File: config.mk
export PLATFORM = sky130hd
export DESIGN_NAME = mu_op_dispatcher_flat
export DESIGN_NICKNAME = d
export VERILOG_FILES = /design/src/rtl/mu_pkg.sv /design/src/rtl/mu_op_dispatcher_if.sv /design/src/rtl/mu_cmd_fifo.sv /design/src/rtl/mu_op_dispatcher.sv /design/src/flat_wrapper.sv
export SDC_FILE = /design/constraint.sdc
export NUM_CORES = 1
export LEC_CHECK = 0
export CORE_UTILIZATION = 40
export DETAILED_ROUTE_END_ITERATION = 7
export GPL_TIMING_DRIVEN = 0
export REMOVE_ABC_BUFFERS = 1
export SETUP_SLACK_MARGIN = 0.5
export SYNTH_ARGS = -nofsm -noshare
export SYNTH_HDL_FRONTEND = slang
export SYNTH_SLANG_ARGS = --single-unit
File: constraint.sdc
create_clock -name clk -period 4.15 [get_ports clk]
set_input_delay 0.6225 -clock clk [delete_from_list [all_inputs] [get_ports clk]]
set_output_delay 0.6225 -clock clk [all_outputs]
set_load 0.01 [all_outputs]
File: src/rtl/mu_pkg.sv
// Shared definitions for the mu_alu issue path: opcodes, Q16.16 constants,
// and the dispatcher state encoding.
package mu_pkg;

  localparam logic [2:0] OP_ADD          = 3'd0;
  localparam logic [2:0] OP_SUB          = 3'd1;
  localparam logic [2:0] OP_MUL          = 3'd2;
  localparam logic [2:0] OP_DIV          = 3'd3;
  localparam logic [2:0] OP_LOG2         = 3'd4;
  localparam logic [2:0] OP_INFO_GAIN    = 3'd5;
  localparam logic [2:0] OP_CLAIM_FACTOR = 3'd6;

  localparam logic [31:0] Q16_ONE = 32'h0001_0000;
  localparam logic [31:0] Q16_MAX = 32'h7FFF_FFFF;
  localparam logic [31:0] Q16_MIN = 32'h8000_0000;

  typedef enum logic [1:0] {
    ST_IDLE    = 2'd0,
    ST_ISSUE   = 2'd1,
    ST_RELEASE = 2'd2,
    ST_RESP    = 2'd3
  } disp_state_t;

endpackage

File: src/rtl/mu_op_dispatcher_if.sv
// Command, mu_alu and response streams of the dispatcher in one bundle.
// master: the surrounding system (issuer, mu_alu, consumer). slave: dispatcher.
interface mu_op_dispatcher_if #(parameter int TAG_W = 4);
  logic             cmd_valid;
  logic             cmd_ready;
  logic [2:0]       cmd_op;
  logic [31:0]      cmd_a;
  logic [31:0]      cmd_b;
  logic [TAG_W-1:0] cmd_tag;

  logic             alu_valid;
  logic [2:0]       alu_op;
  logic [31:0]      alu_a;
  logic [31:0]      alu_b;
  logic             alu_ready;
  logic [31:0]      alu_result;
  logic             alu_overflow;

  logic             rsp_valid;
  logic             rsp_ready;
  logic [31:0]      rsp_result;
  logic             rsp_overflow;
  logic             rsp_timeout;
  logic [TAG_W-1:0] rsp_tag;

  logic             mu_clear;
  logic [31:0]      mu_total;
  logic             mu_sat;
  logic             busy;

  modport master (
    output cmd_valid, cmd_op, cmd_a, cmd_b, cmd_tag,
    output alu_ready, alu_result, alu_overflow,
    output rsp_ready, mu_clear,
    input  cmd_ready, alu_valid, alu_op, alu_a, alu_b,
    input  rsp_valid, rsp_result, rsp_overflow, rsp_timeout, rsp_tag,
    input  mu_total, mu_sat, busy
  );

  modport slave (
    input  cmd_valid, cmd_op, cmd_a, cmd_b, cmd_tag,
    input  alu_ready, alu_result, alu_overflow,
    input  rsp_ready, mu_clear,
    output cmd_ready, alu_valid, alu_op, alu_a, alu_b,
    output rsp_valid, rsp_result, rsp_overflow, rsp_timeout, rsp_tag,
    output mu_total, mu_sat, busy
  );
endinterface

File: src/rtl/mu_cmd_fifo.sv
// Synchronous command FIFO. Head word is visible combinationally on rdata.
// Pushes are ignored when full, pops when empty.
module mu_cmd_fifo #(
  parameter int W     = 71,
  parameter int DEPTH = 4,
  localparam int AW   = $clog2(DEPTH)
) (
  input  logic         clk,
  input  logic         rst_n,
  input  logic         push,
  input  logic         pop,
  input  logic [W-1:0] wdata,
  output logic [W-1:0] rdata,
  output logic         full,
  output logic         empty,
  output logic [AW:0]  count
);

  logic [DEPTH-1:0][W-1:0] mem;
  logic [AW-1:0]           wr_ptr, rd_ptr;
  logic                    do_push, do_pop;

  assign full    = (count == (AW+1)'(DEPTH));
  assign empty   = (count == '0);
  assign do_push = push & ~full;
  assign do_pop  = pop & ~empty;
  assign rdata   = mem[rd_ptr];

  // Storage: data words need no reset, validity is tracked by count.
  always_ff @(posedge clk) begin
    if (do_push) mem[wr_ptr] <= wdata;
  end

  // Pointers wrap naturally because DEPTH is a power of two.
  always_ff @(posedge clk or negedge rst_n) begin
    if (!rst_n) begin
      wr_ptr <= '0;
      rd_ptr <= '0;
      count  <= '0;
    end else begin
      if (do_push) wr_ptr <= wr_ptr + 1'b1;
      if (do_pop)  rd_ptr <= rd_ptr + 1'b1;
      case ({do_push, do_pop})
        2'b10:   count <= count + 1'b1;
        2'b01:   count <= count - 1'b1;
        default: count <= count;
      endcase
    end
  end

endmodule

File: src/rtl/mu_op_dispatcher.sv
// Issue stage for mu_alu: queues commands, runs one op at a time through the
// ALU's level valid/ready handshake with a timeout, returns tagged responses
// and keeps a saturating total of successful INFO_GAIN results.
module mu_op_dispatcher
  import mu_pkg::*;
#(
  parameter int DEPTH       = 4,
  parameter int TAG_W       = 4,
  parameter int TIMEOUT_CYC = 16
) (
  input  logic                clk,
  input  logic                rst_n,
  mu_op_dispatcher_if.slave   bus
);

  localparam int W  = 3 + 32 + 32 + TAG_W;
  localparam int AW = $clog2(DEPTH);
  localparam int CW = $clog2(TIMEOUT_CYC) + 1;
  localparam logic [CW-1:0] TMO_LAST = CW'(TIMEOUT_CYC - 1);

  disp_state_t state, nstate;

  logic [W-1:0]     fifo_rdata;
  logic             fifo_full, fifo_empty, fifo_pop;
  logic [AW:0]      fifo_count;
  logic [2:0]       h_op;
  logic [31:0]      h_a, h_b;
  logic [TAG_W-1:0] h_tag;

  logic             ready_en;
  logic             alu_valid_q;
  logic [2:0]       alu_op_q;
  logic [31:0]      alu_a_q, alu_b_q;
  logic [TAG_W-1:0] tag_q;
  logic [CW-1:0]    tmo_cnt;
  logic             rsp_valid_q, rsp_ovf_q, rsp_tmo_q;
  logic [31:0]      rsp_result_q;
  logic [31:0]      mu_total_q;
  logic             mu_sat_q;
  logic             accept, mu_add;
  logic [32:0]      mu_sum;

  mu_cmd_fifo #(.W(W), .DEPTH(DEPTH)) u_fifo (
    .clk   (clk),
    .rst_n (rst_n),
    .push  (bus.cmd_valid & bus.cmd_ready),
    .pop   (fifo_pop),
    .wdata ({bus.cmd_op, bus.cmd_a, bus.cmd_b, bus.cmd_tag}),
    .rdata (fifo_rdata),
    .full  (fifo_full),
    .empty (fifo_empty),
    .count (fifo_count)
  );

  assign {h_op, h_a, h_b, h_tag} = fifo_rdata;

  // cmd_ready is held low through reset and rises one cycle after release.
  always_ff @(posedge clk or negedge rst_n) begin
    if (!rst_n) ready_en <= 1'b0;
    else        ready_en <= 1'b1;
  end

  // State register.
  always_ff @(posedge clk or negedge rst_n) begin
    if (!rst_n) state <= ST_IDLE;
    else        state <= nstate;
  end

  // Next state and FIFO pop.
  always_comb begin
    nstate   = state;
    fifo_pop = 1'b0;
    case (state)
      ST_IDLE: if (!fifo_empty) begin
        fifo_pop = 1'b1;
        nstate   = ST_ISSUE;
      end
      ST_ISSUE:   if (bus.alu_ready || tmo_cnt == TMO_LAST) nstate = ST_RELEASE;
      ST_RELEASE: if (!bus.alu_ready) nstate = ST_RESP;
      ST_RESP:    if (bus.rsp_ready) nstate = ST_IDLE;
      default:    nstate = ST_IDLE;
    endcase
  end

  // Datapath: latch the head op, capture the ALU answer or a timeout,
  // then present the response until it is accepted.
  always_ff @(posedge clk or negedge rst_n) begin
    if (!rst_n) begin
      alu_valid_q  <= 1'b0;
      alu_op_q     <= '0;
      alu_a_q      <= '0;
      alu_b_q      <= '0;
      tag_q        <= '0;
      tmo_cnt      <= '0;
      rsp_valid_q  <= 1'b0;
      rsp_result_q <= '0;
      rsp_ovf_q    <= 1'b0;
      rsp_tmo_q    <= 1'b0;
    end else begin
      case (state)
        ST_IDLE: if (!fifo_empty) begin
          alu_valid_q <= 1'b1;
          alu_op_q    <= h_op;
          alu_a_q     <= h_a;
          alu_b_q     <= h_b;
          tag_q       <= h_tag;
          tmo_cnt     <= '0;
        end
        ST_ISSUE: begin
          if (bus.alu_ready) begin
            rsp_result_q <= bus.alu_result;
            rsp_ovf_q    <= bus.alu_overflow;
            rsp_tmo_q    <= 1'b0;
            alu_valid_q  <= 1'b0;
          end else if (tmo_cnt == TMO_LAST) begin
            rsp_result_q <= '0;
            rsp_ovf_q    <= 1'b1;
            rsp_tmo_q    <= 1'b1;
            alu_valid_q  <= 1'b0;
          end else begin
            tmo_cnt <= tmo_cnt + 1'b1;
          end
        end
        ST_RELEASE: if (!bus.alu_ready) rsp_valid_q <= 1'b1;
        ST_RESP:    if (bus.rsp_ready)  rsp_valid_q <= 1'b0;
        default: ;
      endcase
    end
  end

  // Only a clean, strictly positive INFO_GAIN result feeds the mu ledger.
  assign accept = (state == ST_RESP) && bus.rsp_ready;
  assign mu_add = accept && (alu_op_q == OP_INFO_GAIN) && !rsp_ovf_q &&
                  !rsp_tmo_q && !rsp_result_q[31] && (rsp_result_q != '0);
  assign mu_sum = {1'b0, mu_total_q} + {1'b0, rsp_result_q};

  // Running mu total; clear beats a simultaneous add, saturation is sticky.
  always_ff @(posedge clk or negedge rst_n) begin
    if (!rst_n) begin
      mu_total_q <= '0;
      mu_sat_q   <= 1'b0;
    end else if (bus.mu_clear) begin
      mu_total_q <= '0;
      mu_sat_q   <= 1'b0;
    end else if (mu_add) begin
      if (mu_sum[32]) begin
        mu_total_q <= 32'hFFFF_FFFF;
        mu_sat_q   <= 1'b1;
      end else begin
        mu_total_q <= mu_sum[31:0];
      end
    end
  end

  assign bus.cmd_ready    = ready_en & ~fifo_full;
  assign bus.alu_valid    = alu_valid_q;
  assign bus.alu_op       = alu_op_q;
  assign bus.alu_a        = alu_a_q;
  assign bus.alu_b        = alu_b_q;
  assign bus.rsp_valid    = rsp_valid_q;
  assign bus.rsp_result   = rsp_result_q;
  assign bus.rsp_overflow = rsp_ovf_q;
  assign bus.rsp_timeout  = rsp_tmo_q;
  assign bus.rsp_tag      = tag_q;
  assign bus.mu_total     = mu_total_q;
  assign bus.mu_sat       = mu_sat_q;
  assign bus.busy         = (state != ST_IDLE) || (fifo_count != '0);

endmodule

File: src/flat_wrapper.sv
// flat-port wrapper written by rule: the top's interface ports become plain ports
module mu_op_dispatcher_flat import mu_pkg::*;
#(
  parameter int DEPTH       = 4,
  parameter int TAG_W       = 4,
  parameter int TIMEOUT_CYC = 16
)
  (clk, rst_n, bus_cmd_valid, bus_cmd_op, bus_cmd_a, bus_cmd_b, bus_cmd_tag, bus_alu_ready, bus_alu_result, bus_alu_overflow, bus_rsp_ready, bus_mu_clear, bus_cmd_ready, bus_alu_valid, bus_alu_op, bus_alu_a, bus_alu_b, bus_rsp_valid, bus_rsp_result, bus_rsp_overflow, bus_rsp_timeout, bus_rsp_tag, bus_mu_total, bus_mu_sat, bus_busy);
  mu_op_dispatcher_if #(.TAG_W(TAG_W)) bus_i ();
  input  logic clk;
  input  logic rst_n;
  input wire logic [$bits(bus_i.cmd_valid)-1:0] bus_cmd_valid;
  input wire logic [$bits(bus_i.cmd_op)-1:0] bus_cmd_op;
  input wire logic [$bits(bus_i.cmd_a)-1:0] bus_cmd_a;
  input wire logic [$bits(bus_i.cmd_b)-1:0] bus_cmd_b;
  input wire logic [$bits(bus_i.cmd_tag)-1:0] bus_cmd_tag;
  input wire logic [$bits(bus_i.alu_ready)-1:0] bus_alu_ready;
  input wire logic [$bits(bus_i.alu_result)-1:0] bus_alu_result;
  input wire logic [$bits(bus_i.alu_overflow)-1:0] bus_alu_overflow;
  input wire logic [$bits(bus_i.rsp_ready)-1:0] bus_rsp_ready;
  input wire logic [$bits(bus_i.mu_clear)-1:0] bus_mu_clear;
  output wire logic [$bits(bus_i.cmd_ready)-1:0] bus_cmd_ready;
  output wire logic [$bits(bus_i.alu_valid)-1:0] bus_alu_valid;
  output wire logic [$bits(bus_i.alu_op)-1:0] bus_alu_op;
  output wire logic [$bits(bus_i.alu_a)-1:0] bus_alu_a;
  output wire logic [$bits(bus_i.alu_b)-1:0] bus_alu_b;
  output wire logic [$bits(bus_i.rsp_valid)-1:0] bus_rsp_valid;
  output wire logic [$bits(bus_i.rsp_result)-1:0] bus_rsp_result;
  output wire logic [$bits(bus_i.rsp_overflow)-1:0] bus_rsp_overflow;
  output wire logic [$bits(bus_i.rsp_timeout)-1:0] bus_rsp_timeout;
  output wire logic [$bits(bus_i.rsp_tag)-1:0] bus_rsp_tag;
  output wire logic [$bits(bus_i.mu_total)-1:0] bus_mu_total;
  output wire logic [$bits(bus_i.mu_sat)-1:0] bus_mu_sat;
  output wire logic [$bits(bus_i.busy)-1:0] bus_busy;
  assign bus_i.cmd_valid = bus_cmd_valid;
  assign bus_i.cmd_op = bus_cmd_op;
  assign bus_i.cmd_a = bus_cmd_a;
  assign bus_i.cmd_b = bus_cmd_b;
  assign bus_i.cmd_tag = bus_cmd_tag;
  assign bus_i.alu_ready = bus_alu_ready;
  assign bus_i.alu_result = bus_alu_result;
  assign bus_i.alu_overflow = bus_alu_overflow;
  assign bus_i.rsp_ready = bus_rsp_ready;
  assign bus_i.mu_clear = bus_mu_clear;
  assign bus_cmd_ready = bus_i.cmd_ready;
  assign bus_alu_valid = bus_i.alu_valid;
  assign bus_alu_op = bus_i.alu_op;
  assign bus_alu_a = bus_i.alu_a;
  assign bus_alu_b = bus_i.alu_b;
  assign bus_rsp_valid = bus_i.rsp_valid;
  assign bus_rsp_result = bus_i.rsp_result;
  assign bus_rsp_overflow = bus_i.rsp_overflow;
  assign bus_rsp_timeout = bus_i.rsp_timeout;
  assign bus_rsp_tag = bus_i.rsp_tag;
  assign bus_mu_total = bus_i.mu_total;
  assign bus_mu_sat = bus_i.mu_sat;
  assign bus_busy = bus_i.busy;
  mu_op_dispatcher #(.DEPTH(DEPTH), .TAG_W(TAG_W), .TIMEOUT_CYC(TIMEOUT_CYC)) u_core (.clk(clk), .rst_n(rst_n), .bus(bus_i));
endmodule
* Yosys cells after proc, flatten, opt, wreduce, memory -nomap -nowiden
Cells that the tools add are included.
Word-level totals: logic and storage cells 116, output and inout bits 142, bits in registers 439
Cells by class: bitwise gates (word level) 6, reductions and logical operators 30, eq/ne operators 15, muxes and demuxes 35, $add $sub $neg 6, order comparisons 3
Operators with widths (number):
- bitwise mux 284 bit | 1
- 2-to-1 mux 32 bit | 5
- binary-select mux 71 bit (select 2 bit) | 1
- demux 71 bit (select 2 bit) | 1
- 2-to-1 mux 71 bit | 2
- adder 32 x 32 -> 33 bit | 1
- nonzero test 32 bit | 1
- 2-to-1 mux 5 bit | 3
- nonzero test 2 bit | 7
- 2-to-1 mux 1 bit | 13
- != test 2 bit, second input constant | 5
- one-hot mux 5 bit (2 select lines) | 1
- 2-to-1 mux 2 bit | 4
- one-hot mux 2 bit (4 select lines) | 1
- AND reduction 4 bit | 2
- logical AND 1 bit | 7
- equality test 2 bit, second input constant | 3
- equality test 3 bit, second input constant | 2
- < comparator 2 x 3 -> 1 bit, second input constant | 2
- one-hot mux 3 bit (2 select lines) | 1
- AND reduction 2 bit | 3
- AND reduction 3 bit | 2
- adder 5 x 1 -> 5 bit, second input constant | 1
- equality test 5 x 4 -> 1 bit, second input constant | 1
- 15 further kinds | 25

* Logic depth before layout (Yosys ltp)
Gate-level depths: netlist of run 1.
depth after elaboration 9, mapped depth 13, mapped depth without buffers 11

* Hierarchy
Synthesis of run 1 repeated with hierarchy kept, for this count alone.
Second synthesis, totals: cells, all modules 1087, area total of the unflattened synthesis 18315.1 µm²
By module, submodules not included:
- mu_cmd_fifo | seq. area each 8703.3 µm², instances 1, cells an instance 409, area each 10742.8 µm²
- mu_op_dispatcher | seq. area each 3703.6 µm², instances 1, cells an instance 678, area each 7572.3 µm²

* Least setup slack after synthesis of run 1
No wires, ideal clock.
kind register -> register, start point register u_core.u_fifo.count[0], end point register u_core.u_fifo.mem[0] in the netlist's numbering, enable pin, setup slack 1.066 ns, cell stages (with the launch flop) 4, period minus slack after synthesis 3.084 ns, data arrival time 2.647 ns, library setup time 0.437 ns, cells stage by stage dfrtp_1 inv_1 a31oi_1 and3_1
Between the ends: word-level cells in the longest chain between the ends 5
Ends and longest elaborated chain:
- start: declaration | RTL line mu_cmd_fifo.sv:16 | output logic [AW:0] count
- start signal: assignment | RTL line mu_cmd_fifo.sv:44 | 2'b10: count <= count + 1'b1;
- start signal: assignment | RTL line mu_cmd_fifo.sv:45 | 2'b01: count <= count - 1'b1;
- start signal: assignment | RTL line mu_cmd_fifo.sv:46 | default: count <= count;
- equality test 3 bit | RTL line mu_cmd_fifo.sv:23 | assign full = (count == (AW+1)'(DEPTH));
- inverter 1 bit | RTL line mu_op_dispatcher.sv:155 | assign bus.cmd_ready = ready_en & ~fifo_full;
- bitwise AND 1 bit | RTL line mu_op_dispatcher.sv:155
- net bus_cmd_ready | RTL line flat_wrapper.sv:22 | output wire logic [$bits(bus_i.cmd_ready)-1:0] bus_cmd_ready;
- bitwise AND 1 bit | RTL line mu_op_dispatcher.sv:46 | .push (bus.cmd_valid & bus.cmd_ready),
- bitwise AND 1 bit | RTL line mu_cmd_fifo.sv:25 | assign do_push = push & ~full;
- end signal: indexed assignment | RTL line mu_cmd_fifo.sv:31 | if (do_push) mem[wr_ptr] <= wdata;
- end: declaration | RTL line mu_cmd_fifo.sv:19 | logic [DEPTH-1:0][W-1:0] mem;
The timed path passes the listed nets, and every way through them passes these cells. A chain may end at the register's enable or synchronous reset.

* Final worst setup path of run 1
start point register u_core.rsp_result_q[4], in the netlist u_core.bus.rsp_result[4], end point register u_core.mu_total_q[31], in the netlist u_core.bus.mu_total[31]
Between the ends: word-level cells in the longest chain between the ends 4, elaborated cells on any way between the ends 7, those cells by class add/sub: 1; mux: 3; reduce/logical: 3
Ends and longest elaborated chain:
- start: declaration | RTL line mu_op_dispatcher.sv:37 | logic [31:0] rsp_result_q;
- start signal: assignment | RTL line mu_op_dispatcher.sv:111 | rsp_result_q <= bus.alu_result;
- adder 32 x 32 -> 33 bit | RTL line mu_op_dispatcher.sv:135 | assign mu_sum = {1'b0, mu_total_q} + {1'b0, rsp_result_q};
- 2-to-1 mux 32 bit | RTL line mu_op_dispatcher.sv:146 | if (mu_sum[32]) begin
- 2-to-1 mux 32 bit | RTL line mu_op_dispatcher.sv:145 | end else if (mu_add) begin
- 2-to-1 mux 32 bit | RTL line mu_op_dispatcher.sv:142 | end else if (bus.mu_clear) begin
- end signal: assignment | RTL line mu_op_dispatcher.sv:150 | mu_total_q <= mu_sum[31:0];
- end: declaration | RTL line mu_op_dispatcher.sv:38 | logic [31:0] mu_total_q;
Parallel ways exist; a longest one is shown, timed or not. The select of a mux whose other input is x is not followed.

==> results.sh, run 1 <==
export IMPL_peakVddDrop_v=0.000439
export IMPL_fin_crit_sh_pct=83.3
export IMPL_portBuffers=251
export IMPL_setup_viol=0
export IMPL_ys_warn_count=0
export IMPL_hold_start="u_core.bus.alu_a[11]"
export IMPL_antenna_found_initial=4
export IMPL_path_clk_slew_ns=0.06
export IMPL_status="complete, no violations"
export IMPL_yosysSeqAreaShare_pct=68.7
export IMPL_whs_ns=0.501
export IMPL_relSlewSlack_pct=16.8
export IMPL_clkLatencyLatePin_ns=0.59
export IMPL_holdPathEnd="u_core.bus.alu_a[11]"
export IMPL_grt_pass1_wl_um=64200
export IMPL_clockBufferDepth=3
export IMPL_drive_gt1_share_pct=18.7
export IMPL_yosysTopAreaCellShare_pct=47.2
export IMPL_max_slew_worst_pin_slew_ns=1.25
export IMPL_coreArea_mm2=0.0444
export IMPL_hold_class="flip-flop to flip-flop"
export IMPL_crit_arrival_ns=3.93
export IMPL_syn_area_mm2=0.0181
export IMPL_fp_row_count=77
export IMPL_pre_cts_ws_ns=0.680
export IMPL_io_pin_count=252
export IMPL_drtPass1Iterations=4
export IMPL_required_ns=4.62
export IMPL_clock_sinks=439
export IMPL_synth_edf_count=284
export IMPL_synth_ff_type="edfxtp_1"
export IMPL_setup_slack_ns=0.694
export IMPL_r2r_end="u_core.bus.mu_total[31]"
export IMPL_synth_seq_cells=439
export IMPL_cts_hold_buffers=1
export IMPL_grt_use_total_pct=18.1
export IMPL_vias=10200
export IMPL_cts_root_buffer="clkbuf_16"
export IMPL_cts_buffers_inserted=48
export IMPL_ctsResizeCount=0
export IMPL_synth_top_area_cell="edfxtp_1"
export IMPL_postCtsSetupBuffers=0
export IMPL_yosysUniqueCellTypes=61
export IMPL_path_class="flip-flop to flip-flop"
export IMPL_synthArstFlopShare_pct=35.3
export IMPL_detail_route_iter0_violations=475
export IMPL_htreeDepth=2
export IMPL_wirelength_um=41000
export IMPL_r2r_start="u_core.bus.rsp_result[4]"
export IMPL_die_h_um=215
export IMPL_gp_congestion=0.815
export IMPL_leakagePower_nw=8.40
export IMPL_start_util_pct=40.7
export IMPL_min_path_cells=1
export IMPL_reg2reg_depth=10
export IMPL_syn_inst=1063
export IMPL_fillers=3631
export IMPL_layout_cells_non_filler=1957
export IMPL_die_w_um=215
export IMPL_wl_per_cell_um=20.9
export IMPL_syn_avg_cell_area_um2=17.0
export IMPL_drt_antenna_violating_nets=0
export IMPL_worst_setup_path_start_kind="flip-flop"
export IMPL_hold_viol_final=0
export IMPL_dpl_hpwl_um=25400
export IMPL_grt_overflow=0
export IMPL_yosys_top_cells_area="edfxtp_1 (47%), dfrtp_1 (21%), mux4_2 (8.8%), mux2_2 (4.5%), ha_1 (3.0%)"
export IMPL_route_detailed_drc=0
export IMPL_final_core_util_pct=51.8
export IMPL_totalPowerFinal_mw=15.6
export IMPL_vias_per_cell=5.23
export IMPL_nets=1480
export IMPL_cp_end_kind="flip-flop"
export IMPL_worstPathMaxFanout=5
export IMPL_maxCapViolations=0
export IMPL_clock_skew_ns=0.0157
export IMPL_first_global_vias=11000
export IMPL_period_minus_slack_ns=3.46
export IMPL_p_per_area_mw_per_mm2=679
export IMPL_rsz0062_at_grt="no"
export IMPL_slew_violations=0
export IMPL_dp_cells=1865
export IMPL_grt_max_degree=102
export IMPL_cts_tree="built"
export IMPL_area_growth_pct=27.4
export IMPL_max_freq_mhz=289
export IMPL_r2r_setup_slack_ns=0.69
export IMPL_die_area_mm2=0.0460
[power breakdown]
group | switching (mW) | internal (mW)
Clock | 1.74 | 2.59
Sequential | 0.768 | 5.60
Combinational | 2.15 | 2.78
[cell families after synthesis]
logic type	Yosys count	synth area share, %
DFF	439	68.7
AOI/OAI and AO/OA	174	7.15
and+or+nand+nor	153	4.09
muxes	146	13.5
buffers and inverters	68	1.56
adders and majority gates	46	3.27
xor gates and xnor gates	36	1.75
other	1	0.0208
[critical path, cell delays in order (launching register included)]
cell	delay [ns]
dfrtp_1	0.44
ha_1	0.38
a21o_1	0.20
a31o_2	0.23
o21ai_0	0.40
nand2_1	0.20
a21boi_0	0.50
o31ai_1	0.24
a311oi_1	0.37
xor2_1	0.11
a311oi_1	0.28
[sequential cells by signal (all words and copies together), names as in the netlist, 2 cells and up]
register	cells
u_core.u_fifo.mem	284
u_core.bus.alu_a	32
u_core.bus.alu_b	32
u_core.bus.mu_total	32
u_core.bus.rsp_result	32
u_core.tmo_cnt	5
u_core.bus.rsp_tag	4
u_core.bus.alu_op	3
u_core.u_fifo.count	3
u_core.state	2
u_core.u_fifo.rd_ptr	2
u_core.u_fifo.wr_ptr	2
[placed cells by master (no fill, tap or decap), types with 33 or more instances in the layout]
cell / count
edfxtp_1: 284
clkdlybuf4s50_1: 249
dfrtp_1: 153
mux2_2: 72
mux4_2: 71
nor2_1: 61
clkbuf_16: 48
ha_1: 44
a22o_1: 34
a21oi_1: 33
[layout make-up]
type | count | area [µm²] | share of cell area [%]
inverter | 16 | 60.1 | 0.261
clock buffer | 63 | 1300 | 5.63
timing repair buffer | 263 | 2790 | 12.1
multi-input combinational | 556 | 5410 | 23.5
antenna | 1 | 2.50 | 0.0109
sequential | 439 | 12400 | 53.9
clock inverter | 27 | 310 | 1.35
tap | 592 | 741 | 3.22
[through the flow]
step                setup TNS (ns)  instance area [µm²]
floorplan                        0                17800
global placement          -1113.39                21100
detailed placement               0                21400
CTS                              0                23000
global route                     0                23000
finish                           0                23000
[cells in the mapped netlist (2+ instances only)]
master	n
mux2i_1	3
o21ai_0	20
mux2_2	72
a32oi_1	2
dfrtp_1	155
nor4_1	9
ha_1	44
mux4_2	71
inv_1	16
a211oi_1	23
buf_1	12
a21o_1	15
a211oi_2	10
and2_1	4
clkbuf_1	35
a31oi_1	7
edfxtp_1	284
a21oi_1	33
o21bai_1	4
nor2b_1	5
nand3_1	7
nor2_1	61
nor3_1	7
buf_4	2
and3_1	9
nand2_1	32
fa_1	2
a311oi_1	4
nand2b_1	3
o21a_1	4
o21ai_2	2
a22o_1	34
o221ai_1	2
nand4_1	9
xnor2_1	16
xor2_1	20
[worst max-delay path by stage]
stage               slack (ns)  cells after the start                      from                       to
floorplan                 0.26                      2   u_core.u_fifo.rd_ptr[0]      u_core.bus.alu_a[0]
global placement         -5.17                      1                     rst_n      u_core.bus.alu_a[2]
detailed placement        0.68                     10  u_core.bus.rsp_result[4]  u_core.bus.mu_total[31]
CTS                       0.66                     10  u_core.bus.rsp_result[4]  u_core.bus.mu_total[31]
global route              0.52                     11  u_core.bus.rsp_result[0]  u_core.bus.mu_total[26]
finish                    0.69                     10  u_core.bus.rsp_result[4]  u_core.bus.mu_total[31]
[metal layers]
metal	track usage (%)	wire length, µm	up-vias
li1	-	-	4715
met1	22.8	17600	5204
met2	30.1	19600	249
met3	5.50	2840	61
met4	5.64	841	6
met5	0	36	-
No activity file was read; power rests on OpenSTA's default activity.
==> run 2: changes to the inputs <==
==> constraint.sdc (replaced) <==
create_clock -name clk -period 3.1 [get_ports clk]
set_input_delay 0.465 -clock clk [delete_from_list [all_inputs] [get_ports clk]]
set_output_delay 0.465 -clock clk [all_outputs]
set_load 0.01 [all_outputs]
==> run 2 against run 1 <==
- total power is 36% higher
- clock power is 34% higher
- combinational power is 39% higher
- via count is 1.6% higher
- utilization is 1.0 points higher
- critical path depth is 1 higher
- sequential power is 34% higher
- die area stayed put
- global-route usage is 0.48 points higher
- critical path type unchanged
- hold slack worse by 0.092 ns
- non-clock buffer count is 14 higher
- register-to-register slack worse by 0.48 ns
==> results.sh, run 2 (synthesized netlist as in run 1, its figures left out) <==
export IMPL_peakVddDrop_v=0.000590
export IMPL_vias_per_cell=5.26
export IMPL_reg2reg_depth=11
export IMPL_fin_crit_sh_pct=93.2
export IMPL_cp_end_kind="flip-flop"
export IMPL_leakagePower_nw=8.52
export IMPL_dp_cells=1865
export IMPL_htreeDepth=2
export IMPL_drive_gt1_share_pct=22.9
export IMPL_nets=1498
export IMPL_period_minus_slack_ns=2.89
export IMPL_worstPathMaxFanout=8
export IMPL_grt_use_total_pct=18.6
export IMPL_totalPowerFinal_mw=21.2
export IMPL_clkLatencyLatePin_ns=0.59
export IMPL_grt_pass1_wl_um=65700
export IMPL_switching_share_pct=30.2
export IMPL_wirelength_um=42500
export IMPL_wl_met2_um=20400
export IMPL_fillers=3602
export IMPL_hold_viol_final=0
export IMPL_crit_arrival_ns=3.30
export IMPL_dpl_hpwl_um=25400
export IMPL_die_area_mm2=0.0460
export IMPL_setup_viol=0
export IMPL_fp_row_count=77
export IMPL_p_seq_share_pct=40.3
export IMPL_setup_slack_ns=0.210
export IMPL_die_h_um=215
export IMPL_postPlaceCellArea_mm2=0.0214
export IMPL_r2r_end="u_core.bus.mu_total[3]"
export IMPL_worst_setup_path_start_kind="flip-flop"
export IMPL_cts_tree="built"
export IMPL_detail_route_iter0_violations=448
export IMPL_largest_reg_flops=284
export IMPL_slew_violations=0
export IMPL_final_common_cell="edfxtp_1"
export IMPL_pre_cts_ws_ns=-0.370
export IMPL_combPwrFrac_pct=32.4
export IMPL_top_layer="met5"
export IMPL_status="complete, no violations"
export IMPL_required_ns=3.51
export IMPL_max_slew_worst_pin_slew_ns=0.959
export IMPL_hold_class="primary input to async pin"
export IMPL_layout_cells_non_filler=1975
export IMPL_top_register="u_core.u_fifo.mem"
export IMPL_area_growth_pct=29.9
export IMPL_pwr_share_clk_pct=27.3
export IMPL_switchingPower_mw=6.41
export IMPL_route_detailed_drc=0
export IMPL_clock_sinks=439
export IMPL_cts_buffers_inserted=48
export IMPL_grt_overflow=0
export IMPL_met3WireLength_um=2910
export IMPL_final_cell_mix="edfxtp_1 (284), clkdlybuf4s50_1 (248), dfrtp_1 (152)"
export IMPL_drt_antenna_violating_nets=0
export IMPL_max_freq_mhz=346
export IMPL_r2r_start="u_core.bus.rsp_result[0]"
export IMPL_clock_skew_ns=0.0168
export IMPL_maxCapViolations=0
export IMPL_path_class="flip-flop to flip-flop"
export IMPL_coreArea_mm2=0.0444
export IMPL_design_area_mm2=0.0235
export IMPL_clockBufferDepth=3
export IMPL_cts_root_buffer="clkbuf_16"
export IMPL_rsz0062_at_grt="yes"
export IMPL_antenna_found_initial=4
export IMPL_first_global_vias=11200
export IMPL_r2r_setup_slack_ns=0.21
export IMPL_final_core_util_pct=52.9
export IMPL_p_int_mw=14.8
export IMPL_start_util_pct=40.7
export IMPL_grt_max_degree=102
export IMPL_vias=10400
export IMPL_gp_congestion=0.815
export IMPL_relSlewSlack_pct=36.1
export IMPL_portBuffers=251
export IMPL_io_pin_count=252
export IMPL_drt_met1_wl_um=18000
export IMPL_drtPass1Iterations=4
export IMPL_p_per_area_mw_per_mm2=904
export IMPL_path_clk_slew_ns=0.06
export IMPL_die_w_um=215
export IMPL_wl_per_cell_um=21.5
run 2: cell types whose count changed in the layout (fill, tap and decap cells not counted), moves of 5 or more:
cell | before | now
buf_4 | 0 | 12
a211oi_1 | 23 | 10
ha_1 | 44 | 33
ha_2 | 0 | 6
a211oi_2 | 10 | 23
ha_4 | 0 | 5
o21ai_0 | 20 | 15
run 2: worst max-delay path by stage:
stage,from,endpoint
detailed placement,u_core.bus.rsp_result[4],u_core.bus.mu_total[31]
CTS,u_core.bus.rsp_result[0],u_core.bus.mu_total[26]
global placement,rst_n,u_core.bus.alu_a[2]
global route,u_core.bus.rsp_result[0],u_core.bus.mu_total[6]
floorplan,u_core.u_fifo.rd_ptr[0],u_core.bus.alu_a[0]
finish,u_core.bus.rsp_result[0],u_core.bus.mu_total[3]
run 2: cell type report:
class	count	area, µm²	share of cell area, %
flip-flops and latches	439	12400	52.9
repair buffers	277	2920	12.4
inverters	16	60.1	0.256
multi-input cells	560	5740	24.4
clock buffers	63	1300	5.53
diodes	1	2.50	0.0107
clock inverters	27	310	1.32
well taps	592	741	3.15
run 2: what timing repair did:
action / 4_1_cts / 5_1_grt
buffers inserted: 11 / 2
hold endpoints to repair: 54 / 0
pin swaps: 9 / 13
resized for setup: 38 / 30
hold buffers: 1 / 0
setup endpoints to repair: 44 / 36
gates cloned: 4 / 1
run 2: routing by layer:
layer | GRT usage (%) | vias up
met5 | 0 | -
met4 | 6.57 | 6
met3 | 5.67 | 78
met2 | 30.8 | 271
met1 | 23.1 | 5284
li1 | - | 4758
run 2: through the flow:
step | hold slack [ns] | setup TNS, ns
floorplan | 0.169 | -58.69
global placement | 0.489 | -1640.62
detailed placement | 0.448 | -4.57
CTS | 0.402 | 0
global route | 0.450 | 0
finish | 0.409 | 0
run 2: power by group through the flow:
stage          registers, mW  clock network (mW)  logic (mW)
6_report                8.56                5.79        6.87
2_1_floorplan           8.83                   0        3.58
5_1_grt                 8.74                6.16        7.41
3_5_place_dp            8.68                   0        6.71
4_1_cts                 8.60                5.97        6.90
3_3_place_gp            8.88                   0        6.33
run 2: worst max-delay path: stages (launching register included):
cell and delay [ns]:
dfrtp_1 0.40, ha_2 0.20, fa_2 0.36, a21o_4 0.24
nand4_4 0.11, a311oi_4 0.13, o21ai_2 0.23, a41oi_2 0.20
o21ai_2 0.20, a31o_4 0.24, and2_4 0.29, a211oi_2 0.10
